$ cat config.mk
export PLATFORM = sky130hd
export DESIGN_NAME = vctr_frame_tx
export DESIGN_NICKNAME = d
export VERILOG_FILES = /design/src/rtl/vctr_frame_tx.sv
export SDC_FILE = /design/constraint.sdc
export NUM_CORES = 1
export LEC_CHECK = 0
export BUFFER_PORTS_ARGS = -buffer_cell sky130_fd_sc_hd__buf_2
export CAP_MARGIN = 40
export CORE_MARGIN = 2
export CORE_UTILIZATION = 55
export DETAILED_ROUTE_END_ITERATION = 8
export GPL_TIMING_DRIVEN = 0
export PLACE_DENSITY = 0.74
export RECOVER_POWER = 50
export SETUP_SLACK_MARGIN = 0.02
export SYNTH_ARGS = -nofsm -noshare
export SYNTH_HDL_FRONTEND = slang
export SYNTH_SLANG_ARGS = --single-unit
$ cat constraint.sdc
create_clock -name clock -period 7.8 [get_ports clock]
set_input_delay 0.39 -clock clock [delete_from_list [all_inputs] [get_ports clock]]
set_output_delay 0.39 -clock clock [all_outputs]
set_load 0.01 [all_outputs]
$ cat src/rtl/vctr_frame_tx.sv
// Vector-channel byte link transmitter: serialises three captured channel bytes into a
// marker-delimited, tick-slotted frame. Optional VCTR_TX_REPEAT_EN repeats the last frame forever.
module vctr_frame_tx #(
  parameter int          CLK_DIV      = 625,
  parameter int          SLOTS_PER_CH = 20,
  parameter logic [7:0]  IDLE_BYTE    = 8'hFF
) (
  input  logic       clock,
  input  logic       nrst,
  input  logic [7:0] ch0_data,
  input  logic [7:0] ch1_data,
  input  logic [7:0] ch2_data,
  input  logic       frame_valid,
  output logic       frame_ready,
  output logic [7:0] vctr_data_out,
  output logic       slot_strobe,
  output logic       frame_done,
  output logic       busy,
  output logic [7:0] clamp_count
);

  localparam int CNT_W  = (CLK_DIV > 2) ? $clog2(CLK_DIV) : 1;
  localparam int SLOT_W = (SLOTS_PER_CH > 2) ? $clog2(SLOTS_PER_CH) : 1;
  localparam logic [CNT_W-1:0]  CNT_LAST  = CNT_W'(CLK_DIV - 1);
  localparam logic [SLOT_W-1:0] SLOT_LAST = SLOT_W'(SLOTS_PER_CH - 1);

  typedef enum logic [1:0] {IDLE, PEND, SEND} state_t;

  state_t            state_reg;
  logic [CNT_W-1:0]  tick_cnt_reg;
  logic [1:0]        ch_idx_reg;
  logic [SLOT_W-1:0] slot_idx_reg;
  logic [7:0]        data_reg;
  logic              frame_ready_reg;
  logic              slot_strobe_reg;
  logic              frame_done_reg;
  logic              busy_reg;
  logic [7:0]        clamp_count_reg;
  logic [7:0]        shadow_reg [3];

  logic              tick;
  logic              accept;
  logic              final_slot;
  logic              restart;
  logic [7:0]        ch_in   [3];
  logic [7:0]        clamped [3];
  logic [2:0]        low;
  logic [1:0]        low_cnt;
  logic [8:0]        clamp_sum;
  logic [1:0]        adv_ch;
  logic [SLOT_W-1:0] adv_slot;
  logic [7:0]        adv_byte;

  assign tick       = (tick_cnt_reg == CNT_LAST);
  assign accept     = frame_valid && frame_ready_reg;
  assign final_slot = (state_reg == SEND) && (ch_idx_reg == 2'd2) && (slot_idx_reg == SLOT_LAST);

  always_ff @(posedge clock) begin
    if (!nrst) begin
      tick_cnt_reg <= '0;
    end else if (tick) begin
      tick_cnt_reg <= '0;
    end else begin
      tick_cnt_reg <= tick_cnt_reg + CNT_W'(1);
    end
  end

  assign ch_in[0] = ch0_data;
  assign ch_in[1] = ch1_data;
  assign ch_in[2] = ch2_data;

  // Data below 8'h03 would alias a marker, so it is lifted to 8'h03 at capture.
  generate
    for (genvar gi = 0; gi < 3; gi++) begin : g_clamp
      assign low[gi]     = (ch_in[gi] < 8'h03);
      assign clamped[gi] = low[gi] ? 8'h03 : ch_in[gi];
    end
  endgenerate

  assign low_cnt   = 2'(low[0]) + 2'(low[1]) + 2'(low[2]);
  assign clamp_sum = {1'b0, clamp_count_reg} + 9'(low_cnt);

  always_ff @(posedge clock) begin
    if (!nrst) begin
      shadow_reg[0]   <= '0;
      shadow_reg[1]   <= '0;
      shadow_reg[2]   <= '0;
      clamp_count_reg <= '0;
    end else if (accept) begin
      shadow_reg[0]   <= clamped[0];
      shadow_reg[1]   <= clamped[1];
      shadow_reg[2]   <= clamped[2];
      clamp_count_reg <= clamp_sum[8] ? 8'hFF : clamp_sum[7:0];
    end
  end

  always_comb begin
    adv_ch   = ch_idx_reg;
    adv_slot = slot_idx_reg + SLOT_W'(1);
    if (slot_idx_reg == SLOT_LAST) begin
      adv_ch   = ch_idx_reg + 2'd1;
      adv_slot = '0;
    end
    case (adv_ch)
      2'd0:    adv_byte = shadow_reg[0];
      2'd1:    adv_byte = shadow_reg[1];
      default: adv_byte = shadow_reg[2];
    endcase
    if (adv_slot == '0) begin
      adv_byte = {6'd0, adv_ch};
    end
  end

`ifdef VCTR_TX_REPEAT_EN
  assign restart = 1'b1;
`else
  // Remembers an accept taken earlier in the final slot until the frame boundary.
  logic pend_reg;

  always_ff @(posedge clock) begin
    if (!nrst) begin
      pend_reg <= 1'b0;
    end else if (final_slot && tick) begin
      pend_reg <= 1'b0;
    end else if ((state_reg == SEND) && accept) begin
      pend_reg <= 1'b1;
    end
  end

  assign restart = pend_reg || accept;
`endif

  always_ff @(posedge clock) begin
    if (!nrst) begin
      state_reg       <= IDLE;
      ch_idx_reg      <= '0;
      slot_idx_reg    <= '0;
      data_reg        <= IDLE_BYTE;
      frame_ready_reg <= 1'b1;
      slot_strobe_reg <= 1'b0;
      frame_done_reg  <= 1'b0;
      busy_reg        <= 1'b0;
    end else begin
      slot_strobe_reg <= 1'b0;
      frame_done_reg  <= 1'b0;
      case (state_reg)
        IDLE: begin
          if (accept) begin
            frame_ready_reg <= 1'b0;
            busy_reg        <= 1'b1;
            ch_idx_reg      <= '0;
            slot_idx_reg    <= '0;
            if (tick) begin
              state_reg       <= SEND;
              data_reg        <= 8'h00;
              slot_strobe_reg <= 1'b1;
            end else begin
              state_reg <= PEND;
            end
          end
        end
        PEND: begin
          if (tick) begin
            state_reg       <= SEND;
            data_reg        <= 8'h00;
            slot_strobe_reg <= 1'b1;
          end
        end
        SEND: begin
          if (tick) begin
            if (final_slot) begin
              frame_done_reg <= 1'b1;
              if (restart) begin
                ch_idx_reg      <= '0;
                slot_idx_reg    <= '0;
                data_reg        <= 8'h00;
                slot_strobe_reg <= 1'b1;
                frame_ready_reg <= 1'b0;
              end else begin
                state_reg       <= IDLE;
                data_reg        <= IDLE_BYTE;
                frame_ready_reg <= 1'b1;
                busy_reg        <= 1'b0;
              end
            end else begin
              ch_idx_reg      <= adv_ch;
              slot_idx_reg    <= adv_slot;
              data_reg        <= adv_byte;
              slot_strobe_reg <= 1'b1;
              frame_ready_reg <= (adv_ch == 2'd2) && (adv_slot == SLOT_LAST);
            end
          end
        end
        default: state_reg <= IDLE;
      endcase
    end
  end

  assign frame_ready   = frame_ready_reg;
  assign vctr_data_out = data_reg;
  assign slot_strobe   = slot_strobe_reg;
  assign frame_done    = frame_done_reg;
  assign busy          = busy_reg;
  assign clamp_count   = clamp_count_reg;

endmodule

==> results by group, run 1 <==
Finish
  – Synthesis-to-layout area growth: 15.30%
  – Final cell count without fillers: 478
  – # diodes: 0
  – Fill cells: 476
  – Layout cells sized above 1: 13.05%
  – NumNets Final: 436
  – Max reg flops: 24

Yosys
  – Post-Synth Adder-Cell Area: 3.581%
  – Mux share of post-synthesis cell area: 3.153%
  – Number of synthesized flops with an enable pin: 24
  – Compound-Gate Fraction of Synth Area: 15.41%
  – Syn_nets: 377
  – Sequential fraction of the synthesis area: 47.33%
  – Xor and xnor fraction of the mapped netlist area: 2.997%
  – Mapped Area: 3214 sq um
  – Ys async rst share: 0%
  – Mean Syn Cell Area: 9.399 sq um
  – Most used DFF post-synth: dfxtp_1
  – Ys Warns: 0
  – Seq cells post-synth: 64
  – Largest family of logic cells by synthesized area: simple AND/OR/NAND/NOR gates
  – Yosys cell types: 57
  – Cells after Synth: 342
  – Simple-Gate Fraction of Synth Area: 23.78%

Clock network
  – CTS tree: done
  – Root Driver: clkbuf_8
  – Worst-path clk slew: 0.07 ns
  – Post-CTS Hold Fix Bufs: 0
  – CTS max path bufs: 2
  – CTS Buf Count: 9
  – Clk sinks: 64
  – Number of setup buffers added after CTS: 0
  – CTS H-Tree Depth: 3
  – Resize count post-CTS: 0
  – Skew-Pair Late Insertion Delay: 0.34 ns

Routing
  – Via count: 2743
  – First-pass DRT Iterations: 4
  – DRT iter0 DRCs: 253
  – Final wirelength: 7046 um
  – Post-route ant nets: 0
  – Drc violations: 0
  – Routed WL per cell: 14.74 um
  – Vias per cell: 5.738

STA
  – RSZ-0062 raised after global routing: false
  – Final Slew Violations: 0
  – Clock Skews: 0.006411 ns
  – Hold Violations, Final: 0
  – Fin Setup TNS: 0 ns
  – Max Freq: 0.2784 GHz
  – Least-Margin Pin Slew: 0.8702 ns
  – Minimum clock period after layout: 3.592 ns
  – Max-slew headroom: 40.48%
  – Setup violators final: 0
  – Fin crit share: 46.05%

Setup path
  – Crit Path Class: primary input to flop
  – CP Max Fanout: 5
  – FF-to-FF path depth: 7
  – CP Data Required Time: 8.01 ns
  – CP arrival: 3.81 ns
  – Setup crit start kind: primary input
  – Critical Path Sink Type: flop

Power and ir drop
  – Design Power: 0.6927 mW
  – Leak pwr: 1.430 nW
  – P per Cell Area: 186.9 nW/um^2
  – VDD IR-drop max: 0.0001195 V

Status
  – Status: complete, no violations

Global routing
  – Vias in the first global route: 2482
  – GRT Total Usage: 23.80%
  – First-pass GRT wire length: 11530 um
  – Initial antenna violation count: 0
  – Gr ovfl total: 0
  – Largest net degree at the start of global routing: 16

Floorplan
  – Die Ht: 80.45 um
  – Full die area: 6471 sq um
  – Die W: 80.45 um
  – Initial Util: 57.67%
  – Core Rows: 27
  – # IOs: 47
  – Core area: 5574 sq um

Min path
  – Hold path depth: 2
  – Hold Path Class: primary input to flop

Job
  – Max-cap viol count: 0

Placed design
  – Port Buffer Count: 46
  – Placed Cells: 462
  – GPL Wtd Cong: 0.8554
  – DP Wirelength: 5205 um
[through the flow]
stage	setup slack, ns	hold slack, ns	instance area [sq um]	utilization (%)
after floorplan	4.368	0.4411	3214	-
after global placement	3.954	0.4446	3535	63.41
after detailed placement	3.866	0.4513	3553	63.75
after CTS	4.220	0.3430	3744	67.16
after global routing	3.933	0.3412	3706	66.49
final	4.208	0.3625	3706	66.49
[report_power, final]
group | switching (mW) | internal (mW) | total [mW]
Combinational | 0.0295 | 0.0181 | 0.0477
Clock | 0.123 | 0.155 | 0.278
Sequential | 0.00644 | 0.361 | 0.367
Total | 0.159 | 0.534 | 0.693
[synthesized netlist by cell type, types with 2 or more instances]
cell type	count	area, sq um
and3_1	20	125.1
edfxtp_1	24	720.7
nand3b_1	2	15.01
and2_1	2	12.51
or3_1	2	12.51
nor4_1	5	31.28
nand2_1	26	97.59
o31ai_1	4	30.03
nand4_1	4	25.02
inv_1	16	60.06
a221o_1	6	60.06
or4_1	3	22.52
a21o_1	2	15.01
a31oi_1	4	25.02
nor3_1	14	70.07
nand3_1	12	60.06
a32o_1	2	20.02
clkbuf_1	11	41.29
ha_1	6	75.07
or3b_2	2	17.52
a41oi_1	2	17.52
dfxtp_1	40	800.8
mux2i_1	9	90.09
xnor2_1	8	70.07
fa_1	2	40.04
xor2_1	3	26.28
nand2b_1	5	31.28
a21oi_1	19	95.09
a2111oi_0	3	26.28
buf_2	2	10.01
o22ai_1	2	12.51
o21ai_0	14	70.07
nor2_1	42	157.7
[placed cells by master, fill, tap and decap left out, drive strengths merged, types with 3 or more instances in the layout]
| cell | instances |
|---|---|
| a2111oi | 3 |
| a21oi | 19 |
| a221o | 6 |
| a31oi | 4 |
| and3 | 20 |
| buf | 29 |
| clkbuf | 46 |
| clkinv | 3 |
| dfxtp | 40 |
| edfxtp | 24 |
| ha | 6 |
| inv | 16 |
| mux2i | 9 |
| nand2 | 26 |
| nand2b | 5 |
| nand3 | 12 |
| nand4 | 4 |
| nor2 | 43 |
| nor3 | 14 |
| nor4 | 5 |
| o21ai | 14 |
| o31ai | 4 |
| or3b | 3 |
| or4 | 3 |
| xnor2 | 8 |
| xor2 | 3 |
[final timing paths]
kind	startpoint	slack, ns	end
worst max-delay path	ch2_data[6]	4.21	clamp_count[6]
worst min-delay path	ch0_data[5]	0.36	shadow_reg[0][5]
worst max register to register	slot_idx_reg[0]	5.18	vctr_data_out[4]
worst min register to register	vctr_data_out[0]	0.47	vctr_data_out[0]
[logic make-up (layout without fill, tap and decap cells)]
family | count (synthesis) | after routing
simple gates | 148 | 148
compound gates | 70 | 70
flops | 64 | 64
buf+inv | 31 | 95
xor+xnor | 11 | 11
mux | 10 | 10
fa+ha+maj | 8 | 8
[metal layers]
layer	vias up	GRT usage (%)	routed length [um]
li1	1389	-	-
met1	1264	30.70	3288
met2	79	36.50	3190
met3	11	7.640	451
met4	0	10.51	114
met5	-	0	0
[worst max-delay path, stage by stage]
cell and delay, ns:
buf_2 0.11, or4_1 0.53, a2111oi_0 0.78, inv_1 0.16, fa_1 0.55, inv_1 0.05
ha_1 0.22, fa_1 0.43, and3_1 0.23, nand4_1 0.12, mux2i_1 0.19, nor2_1 0.05
[area by class of cell]
| class | count | area [sq um] | share of cell area [%] |
|---|---|---|---|
| repair buffers | 48 | 212.7 | 5.739 |
| inverters | 16 | 60.06 | 1.621 |
| well taps | 72 | 90.09 | 2.431 |
| clock inverters | 4 | 45.04 | 1.215 |
| plain buffers | 15 | 58.81 | 1.587 |
| clock buffers | 12 | 145.1 | 3.916 |
| multi-input cells | 247 | 1573 | 42.44 |
| flip-flops and latches | 64 | 1521 | 41.05 |
No activity file was read; power rests on OpenSTA's default activity.
==> run 2, diff against run 1 <==
--- a/config.mk
+++ b/config.mk
@@ -8,10 +8,10 @@
 export BUFFER_PORTS_ARGS = -buffer_cell sky130_fd_sc_hd__buf_2
 export CAP_MARGIN = 40
 export CORE_MARGIN = 2
-export CORE_UTILIZATION = 55
+export CORE_UTILIZATION = 51
 export DETAILED_ROUTE_END_ITERATION = 8
 export GPL_TIMING_DRIVEN = 0
-export PLACE_DENSITY = 0.74
+export PLACE_DENSITY = 0.72
 export RECOVER_POWER = 50
 export SETUP_SLACK_MARGIN = 0.02
 export SYNTH_ARGS = -nofsm -noshare
==> constraint.sdc (replaced) <==
create_clock -name clock -period 2.9 [get_ports clock]
set_input_delay 0.145 -clock clock [delete_from_list [all_inputs] [get_ports clock]]
set_output_delay 0.145 -clock clock [all_outputs]
set_load 0.01 [all_outputs]
==> results by group, run 2 (synthesis gave the netlist of run 1 again) <==
Power and ir drop
  – Clock share of power: 37.6% (was 40.1%)
  – Comb pwr share: 7.4% (was 6.9%)
  – P per Cell Area: 477.2 nW/um^2 (was 186.9 nW/um^2)
  – Design Power: 1.797 mW (was 0.6927 mW)
  – Int Power: 1.378 mW (was 0.5336 mW)
  – Sw power: 0.4192 mW (was 0.1591 mW)
  – Net Sw Frac: 23.33% (was 22.97%)
  – VDD IR-drop max: 0.0002592 V (was 0.0001195 V)
  – Sequential share of power: 55.0% (was 53.0%)
  – Leak pwr: 1.433 nW (was 1.430 nW)

Setup path
  – CP most frequent cell: inv_1
  – Critical path depth in cells: 12 (unchanged)
  – R2r endpoint: vctr_data_out[1] (was vctr_data_out[4])
  – Slowest cell on the critical path: or4_4 (was a2111oi_0)
  – CP Max Fanout: 4 (was 5)
  – FF-to-FF path depth: 8 (was 7)
  – CP startpoint: ch2_data[6] (unchanged)
  – CP bufs+invs: 3 (unchanged)
  – CP Cell Sequence: buf_2 -> or4_4 -> a2111oi_4 -> inv_1 -> fa_1 -> inv_1 -> ha_2 -> fa_2 -> and3_4 -> nand4_1 -> mux2i_1 -> nor2_1 (was buf_2 -> or4_1 -> a2111oi_0 -> inv_1 -> fa_1 -> inv_1 -> ha_1 -> fa_1 -> and3_1 -> nand4_1 -> mux2i_1 -> nor2_1)
  – Reg2reg setup slack: 0.27 ns (was 5.18 ns)
  – CP delay by family, top: adder cells (unchanged)
  – Setup crit start kind: primary input (unchanged)
  – FF-to-FF Start: ch_idx_reg[0] (was slot_idx_reg[0])
  – Worst setup endpoint: clamp_count[6] (unchanged)
  – CP peak stage delay: 0.53 ns (was 0.78 ns)
  – CP arrival: 2.95 ns (was 3.81 ns)
  – Crit Path Class: primary input to flop (unchanged)
  – CP Data Required Time: 3.11 ns (was 8.01 ns)
  – Critical Path Sink Type: flop (unchanged)

Finish
  – NumNets Final: 439 (was 436)
  – Final cell count without fillers: 484 (was 478)
  – Finished Cell Area: 3766 sq um (was 3706 sq um)
  – Synthesis-to-layout area growth: 17.17% (was 15.30%)
  – Most common cell after layout, fill and taps aside: nor2_1 (unchanged)
  – Layout cells sized above 1: 14.91% (was 13.05%)
  – Max reg flops: 24 (unchanged)
  – Final core occ: 62.87% (was 66.49%)
  – Fill cells: 517 (was 476)
  – # diodes: 0 (unchanged)
  – Commonest non-fill, non-tap cells in the layout: nor2_1, dfxtp_1, clkbuf_1 (unchanged)

Clock network
  – Post-CTS Hold Fix Bufs: 0 (unchanged)
  – CTS tree: done (unchanged)
  – CTS max path bufs: 2 (unchanged)
  – Worst-path clk slew: 0.06 ns (was 0.07 ns)
  – CTS Buf Count: 9 (unchanged)
  – Skew-Pair Late Insertion Delay: 0.33 ns (was 0.34 ns)
  – CTS H-Tree Depth: 3 (unchanged)
  – Root Driver: clkbuf_8 (unchanged)
  – Clk sinks: 64 (unchanged)

Floorplan
  – Die W: 83.39 um (was 80.45 um)
  – Core Rows: 28 (was 27)
  – Core area: 5991 sq um (was 5574 sq um)
  – # IOs: 47 (unchanged)
  – Full die area: 6954 sq um (was 6471 sq um)
  – Initial Util: 53.65% (was 57.67%)
  – Die Ht: 83.39 um (was 80.45 um)

Routing
  – Final wirelength: 7323 um (was 7046 um)
  – Vias per cell: 5.711 (was 5.738)
  – First-pass DRT Iterations: 4 (unchanged)
  – Via count: 2764 (was 2743)
  – DRT iter0 DRCs: 258 (was 253)
  – Drc violations: 0 (unchanged)
  – Routed WL per cell: 15.13 um (was 14.74 um)
  – Post-route ant nets: 0 (unchanged)

STA
  – Minimum clock period after layout: 2.740 ns
  – Clock Skews: 0.008766 ns (was 0.006411 ns)
  – Least-Margin Pin Slew: 0.8911 ns (was 0.8702 ns)
  – Max Freq: 0.3650 GHz
  – Fin crit share: 94.47%
  – Final Slew Violations: 0 (unchanged)
  – Hold slack final: 0.1228 ns (was 0.3625 ns)
  – Max-slew headroom: 40.14% (was 40.48%)
  – Hold Violations, Final: 0 (unchanged)
  – Setup violators final: 0 (unchanged)
  – PnR worst setup slack: 0.1604 ns (was 4.208 ns)
  – Fin Setup TNS: 0 ns (unchanged)
  – RSZ-0062 raised after global routing: false (unchanged)

Global routing
  – Gr ovfl total: 0 (unchanged)
  – GRT Total Usage: 21.72% (was 23.80%)
  – Initial antenna violation count: 0 (unchanged)
  – Largest net degree at the start of global routing: 16 (unchanged)
  – Vias in the first global route: 2575 (was 2482)
  – First-pass GRT wire length: 12240 um (was 11530 um)

Placed design
  – Placed cell area: 3597 sq um (was 3553 sq um)
  – GPL Wtd Cong: 0.8509 (was 0.8554)
  – Port Buffer Count: 46 (unchanged)
  – Setup Slack @ Placement: -0.2373 ns (was 3.866 ns)
  – Placed Cells: 465 (was 462)
  – DP Wirelength: 5349 um (was 5205 um)

Min path
  – Hold Path Class: primary input to flop (unchanged)

Job
  – Max-cap viol count: 0 (unchanged)

Status
  – Status: complete, no violations (unchanged)
run 2: cell count changes in the layout (fill, tap and decap cells not counted), sizes merged:
cell    change
buf         +3
clkbuf      +3
clkinv      -2
bufinv      -1
run 2: power groups by stage:
stage	clock [mW]	combinational (mW)	sequential, mW
6_report	0.675	0.133	0.988
5_1_grt	0.722	0.150	0.991
4_1_cts	0.686	0.137	0.987
3_5_place_dp	0	0.136	1.01
3_3_place_gp	0	0.130	1.01
2_1_floorplan	0	0.0787	1.00
run 2: area by class of cell:
type,count,area [sq um],share of cell area [%]
inverters,16,60.06,1.595
clock inverters,1,5.005,0.1329
repair buffers,51,235.2,6.246
flip-flops and latches,64,1521,40.40
plain buffers,15,60.06,1.595
multi-input cells,247,1624,43.12
well taps,75,93.84,2.492
clock buffers,15,166.4,4.419
run 2: worst min-delay path by stage:
stage / start / end / slack (ns) / depth (start not counted)
2_1_floorplan: frame_valid / frame_ready / 0.34 / 3
3_3_place_gp: vctr_data_out[6] / vctr_data_out[6] / 0.45 / 2
4_1_cts: ch0_data[4] / shadow_reg[0][4] / 0.11 / 2
6_report: ch0_data[4] / shadow_reg[0][4] / 0.12 / 2
5_1_grt: ch0_data[5] / shadow_reg[0][5] / 0.12 / 2
3_5_place_dp: vctr_data_out[0] / vctr_data_out[0] / 0.45 / 2
run 2: repair_timing:
item,in CTS,in global routing
setup buffers,0,3
setup endpoints to repair,0,5
resized for setup,0,6
run 2: worst reg2reg max path: stages (launching register included):
cell	delay, ns
dfxtp_1	0.30
clkbuf_1	0.34
inv_1	0.24
ha_1	0.45
or3b_2	0.47
a21oi_1	0.17
nor3_1	0.09
a21o_1	0.17
a221o_1	0.28
run 2: per-layer routing:
layer	part of all wire (%)	global-route usage, %	vias up
met5	0	0	-
met4	0.52	6.557	0
met3	5.6	5.368	4
met2	46	34.24	82
met1	47	29.58	1285
li1	-	-	1393
==> run 3, diff against run 2 <==
--- a/config.mk
+++ b/config.mk
@@ -5,13 +5,14 @@
 export SDC_FILE = /design/constraint.sdc
 export NUM_CORES = 1
 export LEC_CHECK = 0
+export ABC_AREA = 1
 export BUFFER_PORTS_ARGS = -buffer_cell sky130_fd_sc_hd__buf_2
 export CAP_MARGIN = 40
 export CORE_MARGIN = 2
-export CORE_UTILIZATION = 51
+export CORE_UTILIZATION = 52
 export DETAILED_ROUTE_END_ITERATION = 8
 export GPL_TIMING_DRIVEN = 0
-export PLACE_DENSITY = 0.72
+export PLACE_DENSITY = 0.73
 export RECOVER_POWER = 50
 export SETUP_SLACK_MARGIN = 0.02
 export SYNTH_ARGS = -nofsm -noshare
==> results by group, run 3 <==
Clock network
  – CTS H-Tree Depth: 3 (unchanged)
  – CTS Buf Count: 9 (unchanged)
  – Resize count post-CTS: 0 (unchanged)
  – Skew-Pair Late Insertion Delay: 0.35 ns (was 0.33 ns)
  – Post-CTS Hold Fix Bufs: 0 (unchanged)
  – CTS tree: done (unchanged)
  – CTS max path bufs: 2 (unchanged)
  – Worst-path clk slew: 0.07 ns (was 0.06 ns)
  – Number of setup buffers added after CTS: 0 (unchanged)
  – Root Driver: clkbuf_8 (unchanged)
  – Clk sinks: 64 (unchanged)

Yosys
  – Mapped Area: 3388 sq um (was 3214 sq um)
  – Ys Warns: 0 (unchanged)
  – Mean Syn Cell Area: 7.935 sq um (was 9.399 sq um)
  – Synth area leader: dfxtp_1 (unchanged)
  – Most common cell in the synthesized netlist: nand2_1 (was nor2_1)
  – Cells after Synth: 427 (was 342)
  – Post-synth top cells: nand2_1, inv_1, nor2_1, dfxtp_1, nand3_1 (was nor2_1, dfxtp_1, nand2_1, edfxtp_1, and3_1)
  – Synth top area share: 23.63% (was 24.91%)
  – Yosys cell types: 42 (was 57)
  – Seq cells post-synth: 64 (unchanged)
  – Ys async rst share: 0% (unchanged)
  – Syn_nets: 462 (was 377)
  – Number of synthesized flops with an enable pin: 24 (unchanged)
  – Synth area leaders: dfxtp_1, edfxtp_1, nand2_1 (was dfxtp_1, edfxtp_1, nor2_1)
  – Most used DFF post-synth: dfxtp_1 (unchanged)
  – Sequential fraction of the synthesis area: 44.90% (was 47.33%)

Power and ir drop
  – Leak pwr: 1.726 nW (was 1.433 nW)
  – Clock share of power: 30.2% (was 37.6%)
  – VDD IR-drop max: 0.0004007 V (was 0.0002592 V)
  – Sequential share of power: 44.0% (was 55.0%)
  – Sw power: 0.8811 mW (was 0.4192 mW)
  – Net Sw Frac: 34.64% (was 23.33%)
  – Design Power: 2.543 mW (was 1.797 mW)
  – Int Power: 1.662 mW (was 1.378 mW)
  – P per Cell Area: 655.5 nW/um^2 (was 477.2 nW/um^2)
  – Comb pwr share: 25.8% (was 7.4%)

Floorplan
  – Die W: 84.72 um (was 83.39 um)
  – # IOs: 47 (unchanged)
  – Initial Util: 53.67% (was 53.65%)
  – Full die area: 7177 sq um (was 6954 sq um)
  – Die Ht: 84.72 um (was 83.39 um)
  – Core Rows: 29 (was 28)
  – Core area: 6314 sq um (was 5991 sq um)

Finish
  – Fill cells: 585 (was 517)
  – Synthesis-to-layout area growth: 14.51% (was 17.17%)
  – Finished Cell Area: 3880 sq um (was 3766 sq um)
  – Most common cell after layout, fill and taps aside: nand2_1 (was nor2_1)
  – # diodes: 0 (unchanged)
  – Final core occ: 61.45% (was 62.87%)
  – Layout cells sized above 1: 16.36% (was 14.91%)
  – NumNets Final: 519 (was 439)
  – Max reg flops: 24 (unchanged)
  – Commonest non-fill, non-tap cells in the layout: nand2_1, inv_1, nor2_1 (was nor2_1, dfxtp_1, clkbuf_1)

Setup path
  – CP arrival: 2.60 ns (was 2.95 ns)
  – CP peak stage delay: 0.56 ns (was 0.53 ns)
  – CP bufs+invs: 3 (unchanged)
  – CP Data Required Time: 3.15 ns (was 3.11 ns)
  – CP Cell Sequence: buf_2 -> nor4_1 -> o2111ai_1 -> fa_1 -> inv_1 -> ha_1 -> fa_1 -> nand4_1 -> nor2_1 -> nand2_1 -> nand3_1 -> nand2_1 -> inv_1 (was buf_2 -> or4_4 -> a2111oi_4 -> inv_1 -> fa_1 -> inv_1 -> ha_2 -> fa_2 -> and3_4 -> nand4_1 -> mux2i_1 -> nor2_1)
  – Critical Path Sink Type: flop (unchanged)
  – Crit Path Class: primary input to flop (unchanged)
  – CP delay by family, top: adder cells (unchanged)
  – CP Max Fanout: 5 (was 4)
  – Setup crit start kind: primary input (unchanged)
  – Slowest cell on the critical path: fa_1 (was or4_4)

STA
  – Least-Margin Pin Slew: 0.8513 ns (was 0.8911 ns)
  – Setup violators final: 0 (unchanged)
  – Max Freq: 0.4252 GHz (was 0.3650 GHz)
  – Clock Skews: 0.01093 ns (was 0.008766 ns)
  – RSZ-0062 raised after global routing: false (unchanged)
  – Hold slack final: 0.1080 ns (was 0.1228 ns)
  – Final Slew Violations: 0 (unchanged)
  – Minimum clock period after layout: 2.352 ns (was 2.740 ns)
  – Fin Setup TNS: 0 ns (unchanged)
  – Hold Violations, Final: 0 (unchanged)
  – Fin crit share: 81.10% (was 94.47%)
  – Max-slew headroom: 43.24% (was 40.14%)

Status
  – Status: complete, no violations (unchanged)

Placed design
  – Placed cell area: 3725 sq um (was 3597 sq um)
  – GPL Wtd Cong: 0.8296 (was 0.8509)
  – DP Wirelength: 5364 um (was 5349 um)
  – Port Buffer Count: 45 (was 46)

Routing
  – First-pass DRT Iterations: 4 (unchanged)
  – Post-route ant nets: 0 (unchanged)
  – Final wirelength: 7182 um (was 7323 um)
  – Drc violations: 0 (unchanged)
  – DRT iter0 DRCs: 184 (was 258)
  – Routed WL per cell: 12.69 um (was 15.13 um)
  – Vias per cell: 5.111 (was 5.711)
  – Via count: 2893 (was 2764)

Global routing
  – Vias in the first global route: 2715 (was 2575)
  – Largest net degree at the start of global routing: 17 (was 16)
  – Initial antenna violation count: 0 (unchanged)
  – GRT Total Usage: 21.73% (was 21.72%)
  – Gr ovfl total: 0 (unchanged)
  – First-pass GRT wire length: 12480 um (was 12240 um)

Min path
  – Hold Path Class: primary input to flop (unchanged)

Job
  – Max-cap viol count: 0 (unchanged)
==> run 3: changes by cell type in the layout (fill, tap and decap cells not counted), moves of 9 or more <==
cell / delta
nand2_1: +66
inv_1: +41
nand3_1: +25
and3_1: -19
clkbuf_1: -12
a21oi_1: +11
nor3_1: -10
o21ai_1: +10
inv_2: +9
mux2i_1: -9
==> run 3: area by class of cell <==
type                    count  area, sq um  share of cell area [%]
multi-input cells         290         1575                   40.60
clock inverters             7        72.57                   1.870
well taps                  77        96.34                   2.483
clock buffers               9        123.9                   3.193
repair buffers             46        203.9                   5.256
plain buffers               6        35.03                  0.9029
flip-flops and latches     64         1521                   39.21
inverters                  67        251.5                   6.482
==> run 3: cell families (layout without fill, tap and decap cells) <==
group           after synthesis  after routing  share of synthesized area [%]
simple gates                220            220                          32.50
buf+inv                      73            135                          8.456
flops                        64             64                          44.90
compound gates               58             58                          9.712
fa+ha+maj                     8              8                          3.397
xor+xnor                      4              4                          1.034
==> run 3: worst min-delay path, stage by stage <==
cell and delay, ns:
buf_2 0.07, inv_1 0.04, nor2_1 0.09
==> run 3: path summary, 6_finish.rpt <==
check | from | end | slack (ns) | depth (start not counted)
worst max-delay path | ch0_data[7] | clamp_count[7] | 0.55 | 13
worst max register to register | clamp_count[0] | clamp_count[7] | 0.65 | 11
worst min register to register | tick_cnt_reg[0] | tick_cnt_reg[0] | 0.46 | 1
worst min-delay path | ch2_data[3] | shadow_reg[0][19] | 0.11 | 3
==> run 3: per-layer routing <==
layer	track usage (%)	up-vias	wire length (um)	part of all wire (%)
li1	-	1510	-	-
met1	29.33	1305	3419	48
met2	33.57	71	3260	45
met3	5.506	7	396	5.5
met4	8.658	0	106	1.5
met5	0	-	0	0
==> run 3: power by group through the flow <==
stage / clock network [mW] / registers [mW] / logic (mW)
2_1_floorplan: 0 / 1.12 / 0.506
3_3_place_gp: 0 / 1.14 / 0.642
3_5_place_dp: 0 / 1.14 / 0.663
4_1_cts: 0.783 / 1.12 / 0.667
5_1_grt: 0.824 / 1.13 / 0.742
6_report: 0.768 / 1.12 / 0.656
==> run 3: through the flow <==
| stage | instances | setup slack (ns) |
|---|---|---|
| floorplan | 427 | 0.5428 |
| global placement | 549 | 0.1601 |
| detailed placement | 550 | 0.1920 |
| CTS | 566 | 0.5404 |
| global route | 566 | 0.3211 |
| finish | 566 | 0.5482 |
